$ cat config.mk
export PLATFORM = sky130hd
export DESIGN_NAME = seg7_mux_driver
export DESIGN_NICKNAME = d
export VERILOG_FILES = /design/src/rtl/seg7_pkg.sv /design/src/rtl/seg7_encode.sv /design/src/rtl/seg7_mux_driver.sv
export SDC_FILE = /design/constraint.sdc
export NUM_CORES = 1
export LEC_CHECK = 0
export CAP_MARGIN = 20
export CORE_ASPECT_RATIO = 1.5
export CORE_UTILIZATION = 30
export CTS_BUF_LIST = sky130_fd_sc_hd__clkbuf_4
export DETAILED_ROUTE_END_ITERATION = 10
export GPL_TIMING_DRIVEN = 0
export PLACE_DENSITY_LB_ADDON = 0.2
export SETUP_SLACK_MARGIN = 0.02
export SLEW_MARGIN = 40
export SYNTH_ARGS = -nofsm -noshare
export SYNTH_HDL_FRONTEND = slang
export SYNTH_SLANG_ARGS = --single-unit
export TNS_END_PERCENT = 5
$ cat constraint.sdc
create_clock -name CLK -period 2.6 [get_ports CLK]
set_input_delay 0.78 -clock CLK [delete_from_list [all_inputs] [get_ports CLK]]
set_output_delay 0.78 -clock CLK [all_outputs]
set_load 0.005 [all_outputs]
$ cat src/rtl/seg7_pkg.sv
// Shared seven-segment definitions: segment code type, blank code and hex glyph table.
package seg7_pkg;

  typedef logic [6:0] seg_code_t;

  localparam seg_code_t SEG_BLANK = 7'h00;

  // Active-high {A,B,C,D,E,F,G}, A at bit 6, indexed by hex value 0..F.
  localparam seg_code_t SEG_TABLE [16] = '{
    7'h7E, 7'h30, 7'h6D, 7'h79, 7'h33, 7'h5B, 7'h5F, 7'h70,
    7'h7F, 7'h7B, 7'h77, 7'h1F, 7'h4E, 7'h3D, 7'h4F, 7'h47
  };

endpackage

$ cat src/rtl/seg7_encode.sv
// Combinational hex nibble to seven-segment pattern decoder.
module seg7_encode
  import seg7_pkg::*;
(
  input  logic [3:0] i_nibble,
  output seg_code_t  o_seg
);

  always_comb o_seg = SEG_TABLE[i_nibble];

endmodule

$ cat src/rtl/seg7_mux_driver.sv
// Time-multiplexed seven-segment driver with blanking dead time and frame-synchronous value commit.
// Optional macro SEG7_LZ_SUPPRESS_EN blanks leading zero digits (digit 0 always shown).
module seg7_mux_driver
  import seg7_pkg::*;
#(
  parameter int unsigned NUM_DIGITS  = 4,
  parameter int unsigned REFRESH_DIV = 2500,
  parameter int unsigned DEAD_CYCLES = 2
) (
  input  logic                    CLK,
  input  logic                    RST_N,
  input  logic                    Load,
  input  logic [4*NUM_DIGITS-1:0] Value,
  output logic                    Ready,
  output logic [6:0]              Segment,
  output logic [NUM_DIGITS-1:0]   Digit_En,
  output logic                    Frame_Done
);

  localparam int unsigned CNT_W = (REFRESH_DIV > 1) ? $clog2(REFRESH_DIV) : 1;
  localparam int unsigned IDX_W = (NUM_DIGITS > 1) ? $clog2(NUM_DIGITS) : 1;
  localparam logic [CNT_W-1:0] CNT_LAST = CNT_W'(REFRESH_DIV - 1);
  localparam logic [CNT_W-1:0] DEAD_C   = CNT_W'(DEAD_CYCLES);
  localparam logic [IDX_W-1:0] IDX_LAST = IDX_W'(NUM_DIGITS - 1);

  logic [CNT_W-1:0]        r_cnt;
  logic [IDX_W-1:0]        r_idx;
  logic [4*NUM_DIGITS-1:0] r_display;
  logic [4*NUM_DIGITS-1:0] r_shadow;
  logic                    r_pending;
  seg_code_t               r_segment;
  logic [NUM_DIGITS-1:0]   r_digit_en;
  logic                    r_frame_done;

  logic                    w_slot_end;
  logic                    w_frame_end;
  logic                    w_dead;
  logic [3:0]              w_nibble;
  logic [NUM_DIGITS-1:0]   w_onehot;
  logic                    w_lz_blank;
  seg_code_t               w_code;

  assign w_slot_end  = (r_cnt == CNT_LAST);
  assign w_frame_end = w_slot_end && (r_idx == IDX_LAST);
  assign w_dead      = (r_cnt < DEAD_C);

  always_comb begin
    w_nibble = '0;
    w_onehot = '0;
    for (int unsigned d = 0; d < NUM_DIGITS; d++) begin
      if (r_idx == IDX_W'(d)) begin
        w_nibble    = r_display[4*d +: 4];
        w_onehot[d] = 1'b1;
      end
    end
  end

`ifdef SEG7_LZ_SUPPRESS_EN
  logic w_upper_zero;

  // Blank when this digit and every digit above it are zero.
  always_comb begin
    w_upper_zero = 1'b1;
    for (int unsigned d = 0; d < NUM_DIGITS; d++) begin
      if ((IDX_W'(d) >= r_idx) && (r_display[4*d +: 4] != 4'h0)) w_upper_zero = 1'b0;
    end
    w_lz_blank = w_upper_zero && (r_idx != '0);
  end
`else
  assign w_lz_blank = 1'b0;
`endif

  seg7_encode u_encode (
    .i_nibble (w_nibble),
    .o_seg    (w_code)
  );

  always_ff @(posedge CLK or negedge RST_N) begin
    if (!RST_N) begin
      r_cnt        <= '0;
      r_idx        <= '0;
      r_display    <= '0;
      r_shadow     <= '0;
      r_pending    <= 1'b0;
      r_segment    <= SEG_BLANK;
      r_digit_en   <= '0;
      r_frame_done <= 1'b0;
    end else begin
      r_cnt <= w_slot_end ? '0 : r_cnt + 1'b1;
      if (w_slot_end) r_idx <= (r_idx == IDX_LAST) ? '0 : r_idx + 1'b1;
      r_frame_done <= w_frame_end;

      // Acceptance needs !pending, so a frame-end Load waits for the next frame end.
      if (Load && !r_pending) begin
        r_shadow  <= Value;
        r_pending <= 1'b1;
      end else if (w_frame_end && r_pending) begin
        r_display <= r_shadow;
        r_pending <= 1'b0;
      end

      r_segment  <= (w_dead || w_lz_blank) ? SEG_BLANK : w_code;
      r_digit_en <= w_dead ? '0 : w_onehot;
    end
  end

  assign Ready      = !r_pending;
  assign Segment    = r_segment;
  assign Digit_En   = r_digit_en;
  assign Frame_Done = r_frame_done;

endmodule

==> results.json, run 1 <==
{
  "fin_crit_sh_pct": 89.1,
  "syn-mean-instance-area_sq_um": 12.4,
  "status": "complete, no violations",
  "worstMarginPinSlew_ns": 0.555,
  "post-route-drc-count": 0,
  "cp_data_required_time_ns": 2.86,
  "layout.nets": 287,
  "slew_headroom_pct": 63.0,
  "critical_path_arrival_ns": 2.57,
  "final_cell_mix": "59 x dfrtp_1, 30 x clkdlybuf4s50_1, 26 x mux2_2",
  "clk_path_buf_depth": 2,
  "hold_buffers": 0,
  "ant_nets": 0,
  "synth.distinct_cells": 38,
  "crit_chain": "ha_1 -> clkbuf_1 -> inv_1 -> o22ai_1 -> a21oi_2 -> inv_1 -> ha_1 -> o21ai_0 -> a21oi_1",
  "drive_gt1_share_pct": 18.4,
  "worstSetupEndpointType": "register",
  "synth_fp_nets": 244,
  "worstSetupPathType": "reg2reg",
  "synthArstFlopShare_pct": 100,
  "cp_slowest_cell": "dfrtp_1",
  "grt_pass1_vias": 1638,
  "slew_viol_final": 0,
  "num_io_pins": 32,
  "rows": 41,
  "dp_hpwl_um": 3520,
  "fin_crit_ns": 2.32,
  "clock_latency_ns": 0.40,
  "initial_core_util_pct": 31.2,
  "syn-instance-count": 214,
  "worstSetupStartpointType": "register",
  "antenna_found_initial": 0,
  "cts_tree": "done",
  "fin_skew_ns": 0.00593,
  "core_sq_um": 8520,
  "max_stage_delay_ns": 0.41,
  "via_per_inst": 4.61,
  "grt_max_degree": 38,
  "routedWlPerCell_um": 13.1,
  "final_cells": 369,
  "io_buffer_count": 31,
  "gp_congestion": 0.782,
  "ys_ff_latch": 59,
  "worst-path-max-fanout": 9,
  "max_cap_viol_count": 0,
  "p_total_mw": 1.53,
  "areaGrowthSynthToFinish_pct": 21.4,
  "synth.yosys.seq_area_share_pct": 55.6,
  "fmax_mhz": 432,
  "power_density_nw_per_um2": 476,
  "grt_usage_pct": 12.4,
  "post-place-cells": 353,
  "path_clk_slew_ns": 0.09,
  "rsz0062_at_grt": "false",
  "grt_pass1_wl_um": 8370,
  "cts_max_level": 3,
  "dr.pass1.iters": 4,
  "setup_tns_ns": 0,
  "setup_viol": 0,
  "grt.overflow.total": 0,
  "design.die.area_sq_um": 9240,
  "die_w_um": 78.8,
  "timing.hold.ws_ns": 0.265,
  "synth_ff_type": "dfrtp_1",
  "layout_commonest_cell": "dfrtp_1",
  "crit_family": "compound AO/OA/AOI/OAI gates",
  "ir_drop_v": 0.000221,
  "cts-root-buf": "clkbuf_4",
  "synth_edf_count": 0,
  "dr.first_iter.drc_count": 104,
  "finalHoldViolCount": 0,
  "cts-buffers-inserted": 9,
  "crit_buf_inv": 3,
  "ys_warn_count": 0,
  "syn_area_sq_um": 2660,
  "fill_cells": 903,
  "cts.sink_count": 59,
  "routed_wl_um": 4830,
  "vias": 1702,
  "die_y_um": 117,
  "hp-class": "in2async",
  "p_leak_nw": 1.40
}
-- sequential cells by signal, indices dropped and copies added, names as in the netlist --
signal	flops
Segment	7
r_shadow	16
r_cnt	12
r_display	16
r_pending	1
r_idx	2
Digit_En	4
Frame_Done	1
-- where the power goes --
part	internal, mW	switching [mW]
Combinational	0.0470	0.0265
Sequential	0.946	0.0144
Clock	0.190	0.310
-- area by class of cell --
class / count / area, sq um / area share (%)
Inverter: 8 / 30.0 / 0.931
Multi-Input combinational cell: 139 / 1110 / 34.3
Tap cell: 107 / 134 / 4.15
Timing Repair Buffer: 32 / 328 / 10.2
Clock buffer: 10 / 75.1 / 2.33
Clock inverter: 5 / 21.3 / 0.660
Antenna cell: 1 / 2.50 / 0.0776
Buffer: 8 / 51.3 / 1.59
Sequential cell: 59 / 1480 / 45.8
-- synthesized netlist by cell type, types with 2 or more instances --
master	number	share of area (%)
nor3_1	2	0.38
nand2b_1	3	0.71
xnor2_1	8	2.6
o21ai_0	6	1.1
a21oi_1	8	1.5
dfrtp_1	59	56
nand2_1	8	1.1
inv_1	8	1.1
nor3b_1	2	0.57
mux2_1	9	3.8
nand3_1	8	1.5
ha_1	11	5.2
clkbuf_1	4	0.57
a22oi_1	3	0.85
mux2i_1	2	0.75
and2_1	3	0.71
o22ai_1	2	0.47
nor4_1	2	0.47
mux2_2	26	11
nor2_1	15	2.1
xor2_1	2	0.66
and3_1	2	0.47
nand3b_1	2	0.57
nor2b_1	5	1.2
-- through the flow --
step	setup WS [ns]	area, sq um	utilization [%]
after detailed placement	-0.185	3120	36.6
after floorplan	0.566	2660	-
after global routing	0.0918	3220	37.8
after CTS	0.0650	3210	37.7
after global placement	-1.17	3100	36.4
final	0.284	3220	37.9
-- repair_timing --
action	in CTS	in global routing
gates resized for setup	0	2
endpoints found under the setup margin	0	6
setup buffers	0	0
-- path summary, 6_finish.rpt --
kind                               from             to  slack (ns)  depth (start not counted)
max                            r_idx[0]     Segment[5]        0.28                          9
min                               RST_N     Frame_Done        0.26                          1
max reg2reg                    r_idx[0]     Segment[5]        0.28                          9
min reg2reg                r_display[7]   r_display[7]        0.49                          1
max in group asynchronous         RST_N  r_display[12]        1.85                          2
min in group CLK           r_display[7]   r_display[7]        0.49                          1
-- layer usage --
| layer | track usage, % | share of wire, % | wire [um] | up-vias |
|---|---|---|---|---|
| li1 | - | - | - | 829 |
| met1 | 14.4 | 43 | 2100 | 828 |
| met2 | 19.5 | 51 | 2440 | 35 |
| met3 | 4.57 | 3.9 | 186 | 10 |
| met4 | 7.27 | 2.1 | 99 | 0 |
| met5 | 0 | 0 | 0 | - |
-- logic make-up (layout without fill, tap and decap cells) --
logic type | Yosys count | count (layout) | synth area share, %
AO/OA/AOI/OAI | 25 | 25 | 6.36
XOR/XNOR | 10 | 10 | 3.30
adder cells (fa/ha/maj) | 11 | 11 | 5.18
buffers and inverters | 16 | 63 | 3.06
flip-flops | 59 | 59 | 55.6
multiplexers | 37 | 37 | 15.6
other | 0 | 1 | 0
AND/OR/NAND/NOR | 56 | 56 | 10.9
Power figures use the tool's default switching activity.
==> run 2: changes to the inputs <==
- CORE_MARGIN: unset -> 10
==> run 2 against run 1 <==
Effect of this change: first-iteration DRC count shrank 60%; hold slack gained 0.013 ns; die area grew 42%; sequential power is essentially flat; critical path type unchanged; largest power group unchanged; highest routed layer unchanged.
==> results.json, run 2 (synthesized netlist as in run 1, its figures left out) <==
{
  "critical_path_arrival_ns": 2.61,
  "clk_path_buf_depth": 2,
  "grt_usage_pct": 8.23,
  "fin_crit_ns": 2.29,
  "p_leak_nw": 1.42,
  "status": "complete, no violations",
  "worstMarginPinSlew_ns": 0.547,
  "design.die.area_sq_um": 13100,
  "core_sq_um": 8720,
  "r2r_slack_ns": 0.31,
  "reg2regPathDepth": 9,
  "ant_nets": 0,
  "finish.instance_area_sq_um": 3270,
  "die_w_um": 96.8,
  "worstSetupStartpointType": "register",
  "finalHoldViolCount": 0,
  "cts-root-buf": "clkbuf_4",
  "grt_max_degree": 35,
  "grt_pass1_vias": 1875,
  "slew_headroom_pct": 63.6,
  "final_cell_mix": "59 x dfrtp_1, 30 x clkdlybuf4s50_1, 26 x mux2_2",
  "antenna_found_initial": 1,
  "fin_crit_sh_pct": 88.1,
  "routedWlPerCell_um": 13.6,
  "slew_viol_final": 0,
  "dr.first_iter.drc_count": 42,
  "largestRegisters": "r_display: 16 flops, r_shadow: 16 flops, r_cnt: 12 flops",
  "cp_slowest_cell": "dfrtp_1",
  "worstSetupPathType": "reg2reg",
  "rsz0062_at_grt": "false",
  "utilization_pct": 37.5,
  "dr.pass1.iters": 4,
  "power_density_nw_per_um2": 514,
  "die_y_um": 135,
  "max_stage_delay_ns": 0.42,
  "met1_usage_pct": 7.96,
  "setup_tns_ns": 0,
  "reg2reg_from": "r_idx[0]",
  "dpl_cell_area_sq_um": 3120,
  "drive_gt1_share_pct": 19.5,
  "cts-buffers-inserted": 9,
  "num_io_pins": 32,
  "cts_max_level": 3,
  "routed_wl_um": 5060,
  "worst-path-max-fanout": 9,
  "path_clk_slew_ns": 0.09,
  "clock_latency_ns": 0.40,
  "globalRouteMet2Util_pct": 14.1,
  "grt_use_met3_pct": 2.91,
  "worstSetupEndpointType": "register",
  "crit_buf_inv": 3,
  "layout_commonest_cell": "dfrtp_1",
  "postCtsSetupRepairBufs": 0,
  "via_per_inst": 4.58,
  "ir_drop_v": 0.000191,
  "cts_tree": "done",
  "fill_cells": 907,
  "layout.nets": 287,
  "gp_congestion": 0.838,
  "vias": 1707,
  "timing.hold.ws_ns": 0.277,
  "cts.sink_count": 59,
  "grt_pass1_wl_um": 8690,
  "post-route-drc-count": 0,
  "grt_busiest_layer": "met2",
  "crit_family": "buffers and inverters",
  "fmax_mhz": 436,
  "dp_hpwl_um": 3800,
  "fin_skew_ns": 0.00904,
  "cp_data_required_time_ns": 2.92,
  "hp-class": "in2async",
  "setup_viol": 0,
  "initial_core_util_pct": 30.5,
  "areaGrowthSynthToFinish_pct": 23.0,
  "grt.overflow.total": 0,
  "crit_chain": "ha_1 -> clkbuf_1 -> inv_1 -> o22ai_1 -> a21oi_2 -> inv_1 -> ha_1 -> mux2_2 -> a21oi_1",
  "max_cap_viol_count": 0,
  "worstReg2RegEnd": "Segment[1]",
  "p_total_mw": 1.68,
  "io_buffer_count": 31,
  "rows": 42
}
-- run 2: cell types whose count changed in the layout (fill, tap and decap cells not counted), sizes merged --
cell,change
bufinv,+1
clkbuf,+3
clkinv,-3
-- run 2: power by group --
part / switching [mW] / internal (mW) / leakage, nW
registers: 0.0142 / 0.946 / 0.743
logic: 0.0267 / 0.0470 / 0.602
clock network: 0.313 / 0.333 / 0.0794
-- run 2: timing repair --
item                                    in CTS  in global routing
resized for setup                            0                  2
hold buffers                                 0                  0
endpoints found under the setup margin       0                  5
-- run 2: worst max path at each step --
stage                         to  startpoint  slack, ns  depth (start not counted)
floorplan             Segment[3]    r_idx[0]       0.57                         10
global placement      Segment[1]       RST_N      -1.15                          1
detailed placement  r_shadow[13]        Load      -0.14                          5
CTS                   Segment[1]    r_idx[0]       0.12                          9
global route          Segment[1]    r_idx[0]       0.06                          9
finish                Segment[1]    r_idx[0]       0.31                          9
-- run 2: through the flow --
stage	setup WS, ns	instances
floorplan	0.566	214
global placement	-1.15	355
detailed placement	-0.140	356
CTS	0.122	372
global route	0.0618	373
finish	0.309	373
-- run 2: final cells by class --
cell class              count  area [sq um]  share of cell area (%)
flip-flops and latches     59          1480                    45.2
multi-input cells         139          1110                    33.8
repair buffers             32           328                    10.0
well taps                 110           138                    4.21
clock buffers              13          97.6                    2.99
plain buffers               8          51.3                    1.57
clock inverters             3          38.8                    1.19
inverters                   8          30.0                   0.919
diodes                      1          2.50                  0.0766
-- run 2: layer usage --
layer | vias up | part of all wire (%)
met2 | 30 | 52
li1 | 830 | -
met1 | 831 | 41
met5 | - | 0
met3 | 16 | 4.4
met4 | 0 | 3.3
==> run 3: changes to the inputs <==
- CELL_PAD_IN_SITES_DETAIL_PLACEMENT: unset -> 1
- CELL_PAD_IN_SITES_GLOBAL_PLACEMENT: unset -> 1
- TNS_END_PERCENT: 5 -> 50
==> run 3 against run 2 <==
Effect of this change: setup slack lost 0.0095 ns; cell area grew 1.3%; critical path depth is the same; hold slack lost 0.032 ns.
==> results.json, run 3 (synthesized netlist as in run 1, its figures left out) <==
{
  "drive_gt1_share_pct": 19.5,
  "combPwrFrac_pct": 4.0,
  "layout_commonest_cell": "dfrtp_1",
  "via_per_inst": 4.61,
  "clock_latency_ns": 0.42,
  "internal_power_mw": 1.48,
  "layout.nets": 287,
  "cts.sink_count": 59,
  "critical_path_arrival_ns": 2.57,
  "routedWlPerCell_um": 14.3,
  "cts_tree": "done",
  "worst-path-max-fanout": 9,
  "max_cap_viol_count": 0,
  "num_io_pins": 32,
  "worstSetupStartpointType": "register",
  "fin_crit_ns": 2.30,
  "design.die.area_sq_um": 13100,
  "power_density_nw_per_um2": 563,
  "cts-root-buf": "clkbuf_4",
  "p_seq_share_pct": 51.5,
  "fmax_mhz": 435,
  "hp-class": "in2async",
  "fin_skew_ns": 0.0132,
  "largestRegisters": "r_display: 16 flops, r_shadow: 16 flops, r_cnt: 12 flops",
  "cts-buffers-inserted": 9,
  "gp_congestion": 0.808,
  "p_clk_share_pct": 44.5,
  "swShare_pct": 20.4,
  "dpl_cell_area_sq_um": 3120,
  "worstSetupPathType": "reg2reg",
  "initial_core_util_pct": 30.5,
  "clk_path_buf_depth": 2,
  "finalHoldViolCount": 0,
  "core_sq_um": 8720,
  "dr.pass1.iters": 4,
  "worstMarginPinSlew_ns": 0.509,
  "finish.instance_area_sq_um": 3310,
  "slew_viol_final": 0,
  "die_w_um": 96.8,
  "worstSetupEndpointType": "register",
  "fin_crit_sh_pct": 88.5,
  "status": "complete, no violations",
  "vias": 1721,
  "final_cell_mix": "59 x dfrtp_1, 30 x clkdlybuf4s50_1, 26 x mux2_2",
  "grt.overflow.total": 0,
  "grt_max_degree": 38,
  "p_total_mw": 1.86,
  "dp_hpwl_um": 4040,
  "path_clk_slew_ns": 0.10,
  "areaGrowthSynthToFinish_pct": 24.6,
  "grt_pass1_vias": 1928,
  "ant_nets": 0,
  "p_leak_nw": 1.44,
  "antenna_found_initial": 1,
  "io_buffer_count": 31,
  "post-route-drc-count": 0,
  "rows": 42,
  "final_cells": 373,
  "power_switching_mw": 0.381,
  "ir_drop_v": 0.000245,
  "die_y_um": 135,
  "dr.first_iter.drc_count": 29,
  "cts_max_level": 3,
  "slew_headroom_pct": 66.0,
  "grt_pass1_wl_um": 9280,
  "utilization_pct": 38.0,
  "cp_data_required_time_ns": 2.87,
  "grt_usage_pct": 8.85,
  "setup_viol": 0,
  "post-place-cells": 356,
  "routed_wl_um": 5330,
  "rsz0062_at_grt": "false"
}
## run 3: cell count changes in the layout (fill, tap and decap cells not counted)
cell and delta:
clkbuf_4 -3, bufinv_16 +2, clkinv_2 +1
## run 3: worst paths after layout
kind / startpoint / to / slack [ns] / depth (start not counted)
max in group asynchronous: RST_N / r_display[9] / 1.86 / 2
worst min-delay path: RST_N / Frame_Done / 0.25 / 1
min in group CLK: r_cnt[0] / r_cnt[0] / 0.49 / 1
worst max register to register: r_idx[0] / Segment[5] / 0.30 / 9
worst min register to register: r_cnt[0] / r_cnt[0] / 0.49 / 1
worst max-delay path: r_idx[0] / Segment[5] / 0.30 / 9
## run 3: cell type report
class / instances / area, sq um
Fill cell: 1001 / 5410
Sequential cell: 59 / 1480
Multi-Input combinational cell: 139 / 1110
Timing Repair Buffer: 32 / 328
Tap cell: 110 / 138
Clock inverter: 6 / 104
Clock buffer: 10 / 75.1
Buffer: 8 / 51.3
Inverter: 8 / 30.0
Antenna cell: 1 / 2.50
## run 3: critical path, cell delays in order (launching register included)
cell and delay, ns:
dfrtp_1 0.42, ha_1 0.20, clkbuf_1 0.19, inv_1 0.23, o22ai_1 0.14, a21oi_2 0.23, inv_1 0.15, ha_1 0.33
o21ai_0 0.21, a21oi_1 0.07
## run 3: timing repair
action	CTS	global route
setup buffers	0	0
hold buffers	0	0
resized for setup	0	2
setup endpoints to repair	0	6
## run 3: power by group through the flow
stage               logic (mW)  clock network (mW)  registers (mW)
floorplan               0.0255                   0           0.973
global placement        0.0716                   0           0.979
detailed placement      0.0766                   0           0.981
CTS                     0.0769               0.859           0.962
global route            0.0832               0.900           0.966
finish                  0.0738               0.831           0.961
## run 3: per-stage QoR
stage / TNS (ns) / setup slack, ns / hold slack, ns
6_report: 0 / 0.299 / 0.245
2_1_floorplan: 0 / 0.566 / 0.455
5_1_grt: 0 / 0.0766 / 0.253
3_3_place_gp: -71.55 / -1.19 / 0.472
3_5_place_dp: -1.59 / -0.166 / 0.478
4_1_cts: 0 / 0.0727 / 0.228
## run 3: metal layers
metal / vias up / wire length [um] / GRT usage, %
met5: - / 0 / 0
met1: 849 / 2180 / 9.04
met4: 0 / 204 / 7.15
met3: 14 / 230 / 2.45
li1: 824 / - / -
met2: 34 / 2720 / 14.9
